[src/rtl/fetch_pkg.sv]
// Shared types and constants for the instruction-fetch front end.
package fetch_pkg;

  localparam int unsigned FETCH_XLEN  = 64;
  localparam int unsigned FETCH_ILEN  = 32;
  localparam int unsigned INSTR_BYTES = 4;
  localparam logic [31:0] NOP_INSTR   = 32'h00000013;

  // One queued fetch: the instruction word and the PC it was fetched from.
  typedef struct packed {
    logic [FETCH_ILEN-1:0] instr;
    logic [FETCH_XLEN-1:0] pc;
  } fetch_entry_t;

endpackage

[src/rtl/fetch_fifo.sv]
// Generic circular buffer of fetch entries with flush; head entry is
// presented first-word-fall-through straight from storage.
module fetch_fifo
  import fetch_pkg::*;
#(
  parameter int unsigned DEPTH   = 4,
  parameter type         entry_t = fetch_entry_t
) (
  input  logic                   clk,
  input  logic                   rst_n,
  input  logic                   i_push,
  input  logic                   i_pop,
  input  logic                   i_flush,
  input  entry_t                 i_data,
  output entry_t                 o_head,
  output logic [$clog2(DEPTH):0] o_count,
  output logic                   o_full
);

  localparam int unsigned AW = $clog2(DEPTH);

  entry_t          r_mem [DEPTH];
  logic [AW-1:0]   r_head;
  logic [AW-1:0]   r_tail;
  logic [AW:0]     r_count;

  // Storage: cleared on reset, written at the tail on an unflushed push.
  always_ff @(posedge clk or negedge rst_n) begin
    if (!rst_n) begin
      for (int unsigned i = 0; i < DEPTH; i++) begin
        r_mem[i] <= '0;
      end
    end else if (i_push && !i_flush) begin
      r_mem[r_tail] <= i_data;
    end
  end

  // Pointers and occupancy; flush overrides any push or pop in the same cycle.
  always_ff @(posedge clk or negedge rst_n) begin
    if (!rst_n) begin
      r_head  <= '0;
      r_tail  <= '0;
      r_count <= '0;
    end else if (i_flush) begin
      r_head  <= '0;
      r_tail  <= '0;
      r_count <= '0;
    end else begin
      if (i_push) r_tail <= r_tail + AW'(1);
      if (i_pop)  r_head <= r_head + AW'(1);
      case ({i_push, i_pop})
        2'b10:   r_count <= r_count + (AW+1)'(1);
        2'b01:   r_count <= r_count - (AW+1)'(1);
        default: r_count <= r_count;
      endcase
    end
  end

  assign o_head  = r_mem[r_head];
  assign o_count = r_count;
  assign o_full  = (r_count == (AW+1)'(DEPTH));

endmodule

[src/rtl/fetch_queue.sv]
// Instruction-fetch front end: owns the fetch PC, issues addresses to
// instruction memory and queues fetched words for decode, with branch flush.
module fetch_queue
  import fetch_pkg::*;
#(
  parameter int unsigned     XLEN     = 64,
  parameter int unsigned     ILEN     = 32,
  parameter int unsigned     DEPTH    = 4,
  parameter logic [XLEN-1:0] RESET_PC = '0
) (
  input  logic                   clk,
  input  logic                   rst,
  output logic [XLEN-1:0]        imem_addr,
  input  logic [ILEN-1:0]        imem_data,
  input  logic                   imem_valid,
  input  logic                   redirect,
  input  logic [XLEN-1:0]        redirect_pc,
  output logic                   deq_valid,
  input  logic                   deq_ready,
  output logic [ILEN-1:0]        deq_instr,
  output logic [XLEN-1:0]        deq_pc,
  output logic [$clog2(DEPTH):0] count
);

  typedef struct packed {
    logic [ILEN-1:0] instr;
    logic [XLEN-1:0] pc;
  } entry_t;

  logic [XLEN-1:0]        r_fetch_pc;
  logic                   w_push;
  logic                   w_pop;
  logic                   w_full;
  logic [$clog2(DEPTH):0] w_count;
  logic [XLEN-1:0]        w_target;
  entry_t                 w_wr_entry;
  entry_t                 w_head;
  logic                   w_unused_lsbs;

  assign w_target      = {redirect_pc[XLEN-1:2], 2'b00};
  assign w_unused_lsbs = ^redirect_pc[1:0];

  // Redirect squashes both sides of the queue; a pop frees room for a push
  // into a full queue in the same cycle.
  assign w_pop  = deq_valid && deq_ready && !redirect;
  assign w_push = imem_valid && (!w_full || w_pop) && !redirect;

  assign w_wr_entry.instr = imem_data;
  assign w_wr_entry.pc    = r_fetch_pc;

  // Fetch PC: reload on redirect, advance one instruction per accepted fetch.
  always_ff @(posedge clk or negedge rst) begin
    if (!rst) begin
      r_fetch_pc <= RESET_PC;
    end else if (redirect) begin
      r_fetch_pc <= w_target;
    end else if (w_push) begin
      r_fetch_pc <= r_fetch_pc + XLEN'(INSTR_BYTES);
    end
  end

  fetch_fifo #(
    .DEPTH   (DEPTH),
    .entry_t (entry_t)
  ) u_fifo (
    .clk     (clk),
    .rst_n   (rst),
    .i_push  (w_push),
    .i_pop   (w_pop),
    .i_flush (redirect),
    .i_data  (w_wr_entry),
    .o_head  (w_head),
    .o_count (w_count),
    .o_full  (w_full)
  );

  assign imem_addr = r_fetch_pc;
  assign count     = w_count;
  assign deq_valid = (w_count != '0);
  assign deq_instr = w_head.instr;
  assign deq_pc    = w_head.pc;

endmodule

[config.mk]
export PLATFORM = sky130hd
export DESIGN_NAME = fetch_queue
export DESIGN_NICKNAME = d
export VERILOG_FILES = /design/src/rtl/fetch_pkg.sv /design/src/rtl/fetch_fifo.sv /design/src/rtl/fetch_queue.sv
export SDC_FILE = /design/constraint.sdc
export NUM_CORES = 1
export LEC_CHECK = 0
export CELL_PAD_IN_SITES_DETAIL_PLACEMENT = 1
export CELL_PAD_IN_SITES_GLOBAL_PLACEMENT = 1
export CORE_ASPECT_RATIO = 0.75
export CORE_MARGIN = 2
export CORE_UTILIZATION = 46
export DETAILED_ROUTE_END_ITERATION = 7
export GPL_ROUTABILITY_DRIVEN = 0
export PLACE_DENSITY_LB_ADDON = 0.15
export SKIP_LAST_GASP = 1
export SLEW_MARGIN = 0
export SYNTH_ARGS = -nofsm -noshare
export SYNTH_HDL_FRONTEND = slang
export SYNTH_SLANG_ARGS = --single-unit
[constraint.sdc]
create_clock -name clk -period 2.79 [get_ports clk]
set_input_delay 0.279 -clock clk [delete_from_list [all_inputs] [get_ports clk]]
set_output_delay 0.279 -clock clk [all_outputs]
set_load 0.03 [all_outputs]
==> flow_metrics.tcl <==
set metrics [dict create \
    status "complete, no violations" \
    startpoint_type "register" \
    place_hpwl_mm 38.2 \
    ys_types 54 \
    multiInputGateArea_mm2 0.00892 \
    rrSetupSlack_ps 240 \
    r2r_start "imem_addr[2]$_DFFE_PN0N_" \
    ioPinCount 265 \
    drtIter0Drc 663 \
    die_y_um 188 \
    grt_start_max_net_pins 125 \
    gr-usage-met3_pct 4.91 \
    grt_util_all_layers_pct 25.0 \
    yosysSeqAreaShare_pct 53.9 \
    cts_tree "yes" \
    clkTransAtPathRegs_ps 70 \
    grt.overflow.total 0 \
    grt_pass1_vias 15000 \
    area_growth_pct 25.8 \
    die-area_mm2 0.0467 \
    clock_latency_ps 560 \
    fmax_mhz 368 \
    drive_gt1_share_pct 37.5 \
    crit_required_ps 2510 \
    synth_edf_count 0 \
    synth_ff_type "dfrtp_1" \
    vias 13500 \
    crit_path_end_kind "output port" \
    finClkSkew_ps 11.4 \
    dp_slack_ps 56.4 \
    firstDrtPassIters 5 \
    final_max_slew_viol_count 0 \
    period_share_pct 97.3 \
    synth_cells 1456 \
    place_area_mm2 0.0245 \
    final-seq-area_mm2 0.0111 \
    use_met1_pct 33.2 \
    htreeDepth 2 \
    fin_ws_ps 76.3 \
    core_mm2 0.0445 \
    p_leak_nw 11.5 \
    syn_area_per_cell_um2 14.2 \
    yosys_warnings 0 \
    rows 67 \
    ant_nets 0 \
    setup_viol 0 \
    syn_area_mm2 0.0207 \
    hold_viol 0 \
    crit_path_max_fanout 13 \
    hold_class "in -> async" \
    met2_usage_pct 42.3 \
    totalWireLength_mm 57.7 \
    io_buffers 258 \
    drc_errors 0 \
    period_needed_ps 2710 \
    die_w_um 249 \
    layout.cells.non_filler 2359 \
    fill_cells 4211 \
    avgRoutedWirePerCell_um 24.5 \
    synth-seq-cells 445 \
    initial_utilization_pct 46.4 \
    power_mw 24.3 \
    setup-tns-final_ps 0 \
    grt_pass1_wl_mm 90.7 \
    tightest_slew_ps 714 \
    cts_buffers 45 \
    rr_endpoint "imem_addr[46]$_DFFE_PN0N_" \
    rsz0062_at_grt "no" \
    antenna_found_initial 6 \
    peakVddDrop_uv 597 \
    setup.worst_path.class "reg -> out" \
    nets 1847 \
    cts-root-buf "clkbuf_16" \
    p_per_area_mw_per_mm2 935 \
    post_drt_via_cell_ratio 5.72 \
    holdWs_ps 280 \
    dp_cells 2275 \
    arrival_ps 2430 \
    finalInstanceArea_mm2 0.0260 \
    mostFrequentLayoutCell "dfrtp_1" \
    relSlewSlack_pct 52.0 \
    cap_violations 0 \
    clockBufferDepth 3 \
    utilization_pct 58.4 \
    clock-sinks 445 \
    ys_async_sr_fraction_pct 100 \
    layout_common_cells "443 x dfrtp_1, 377 x mux2_2, 168 x clkdlybuf4s50_1, 94 x mux4_2, 74 x nand2_1" \
    rr_worst_depth 7 \
    top_usage_layer "met2" \
]
-- sequential cells by signal, indices dropped and copies added (netlist names) --
register and cells:
u_fifo.r_head 2, imem_addr 62, u_fifo.r_mem 376, u_fifo.r_tail 2, u_fifo.o_count 3
-- cell type report --
type / instances / share of cell area, %
flip-flops and latches: 445 / 42.8
multi-input cells: 880 / 34.3
well taps: 586 / 2.82
clock inverters: 13 / 0.587
diodes: 1 / 0.00962
inverters: 9 / 0.130
repair buffers: 359 / 14.2
clock buffers: 66 / 5.10
-- timing repair --
action                                  CTS  global route
endpoints found under the setup margin   71            24
resized for setup                        65            24
gates cloned                              1             0
buffers inserted                          2             0
hold buffers                              1             0
hold endpoints to repair                 65             0
-- critical path, stage by stage, from the launching register on --
cell and delay (ps):
dfrtp_4 520, buf_12 200, mux4_2 510, clkdlybuf4s50_1 640
-- worst max-delay path by stage --
stage,from,to,slack [ps],depth (start not counted)
after floorplan,imem_addr[2]$_DFFE_PN0N_,imem_addr[36]$_DFFE_PN0N_,520,6
after global placement,deq_ready,u_fifo.r_mem[372]$_DFFE_PN0P_,70,7
after detailed placement,deq_ready,u_fifo.r_mem[366]$_DFFE_PN0P_,60,7
after CTS,u_fifo.r_head[0]$_DFFE_PN0P_,deq_pc[23],-60,3
after global routing,imem_addr[2]$_DFFE_PN0N_,imem_addr[48]$_DFFE_PN0N_,10,7
final,u_fifo.r_head[0]$_DFFE_PN0P_,deq_instr[19],80,3
-- metal layers --
layer | wire length (um) | vias to the layer above | part of all wire [%]
met4 | 1230 | 8 | 2.1
met5 | 53 | - | 0.092
met3 | 2560 | 95 | 4.4
met1 | 25300 | 7193 | 44
met2 | 28600 | 254 | 50
li1 | - | 5944 | -
-- logic make-up after synthesis --
kind of cell / share of synthesized area [%]
other: 0.0181
and+or+nand+nor: 6.99
muxes: 31.4
DFF: 53.9
xor gates and xnor gates: 1.40
AOI/OAI and AO/OA: 2.73
adders and majority gates: 0.399
buffers and inverters: 3.24
-- power by group --
group / total (mW) / switching [mW] / internal [mW]
clock: 6.14 / 2.57 / 3.57
combinational: 8.16 / 3.95 / 4.21
sequential: 10.0 / 1.32 / 8.70
-- cell usage after synthesis (8+ instances only) --
cell	instances	area share, %
dfrtp_1	445	54
mux2_2	377	21
mux4_2	94	10
nand2_1	78	1.4
clkbuf_1	44	0.80
o21ai_0	39	0.94
buf_2	37	0.90
nand3_1	33	0.80
nand4_1	31	0.94
nor2_1	31	0.56
buf_4	27	0.98
xor2_1	23	0.97
a31oi_1	13	0.39
and3_1	13	0.39
mux2i_1	12	0.58
nor2b_1	12	0.36
nor3_1	12	0.29
buf_1	11	0.20
or3_1	10	0.30
or4_1	10	0.36
xnor2_1	10	0.42
nor4_1	9	0.27
inv_1	8	0.15
Note: power is estimated with default switching activity, not from simulation.
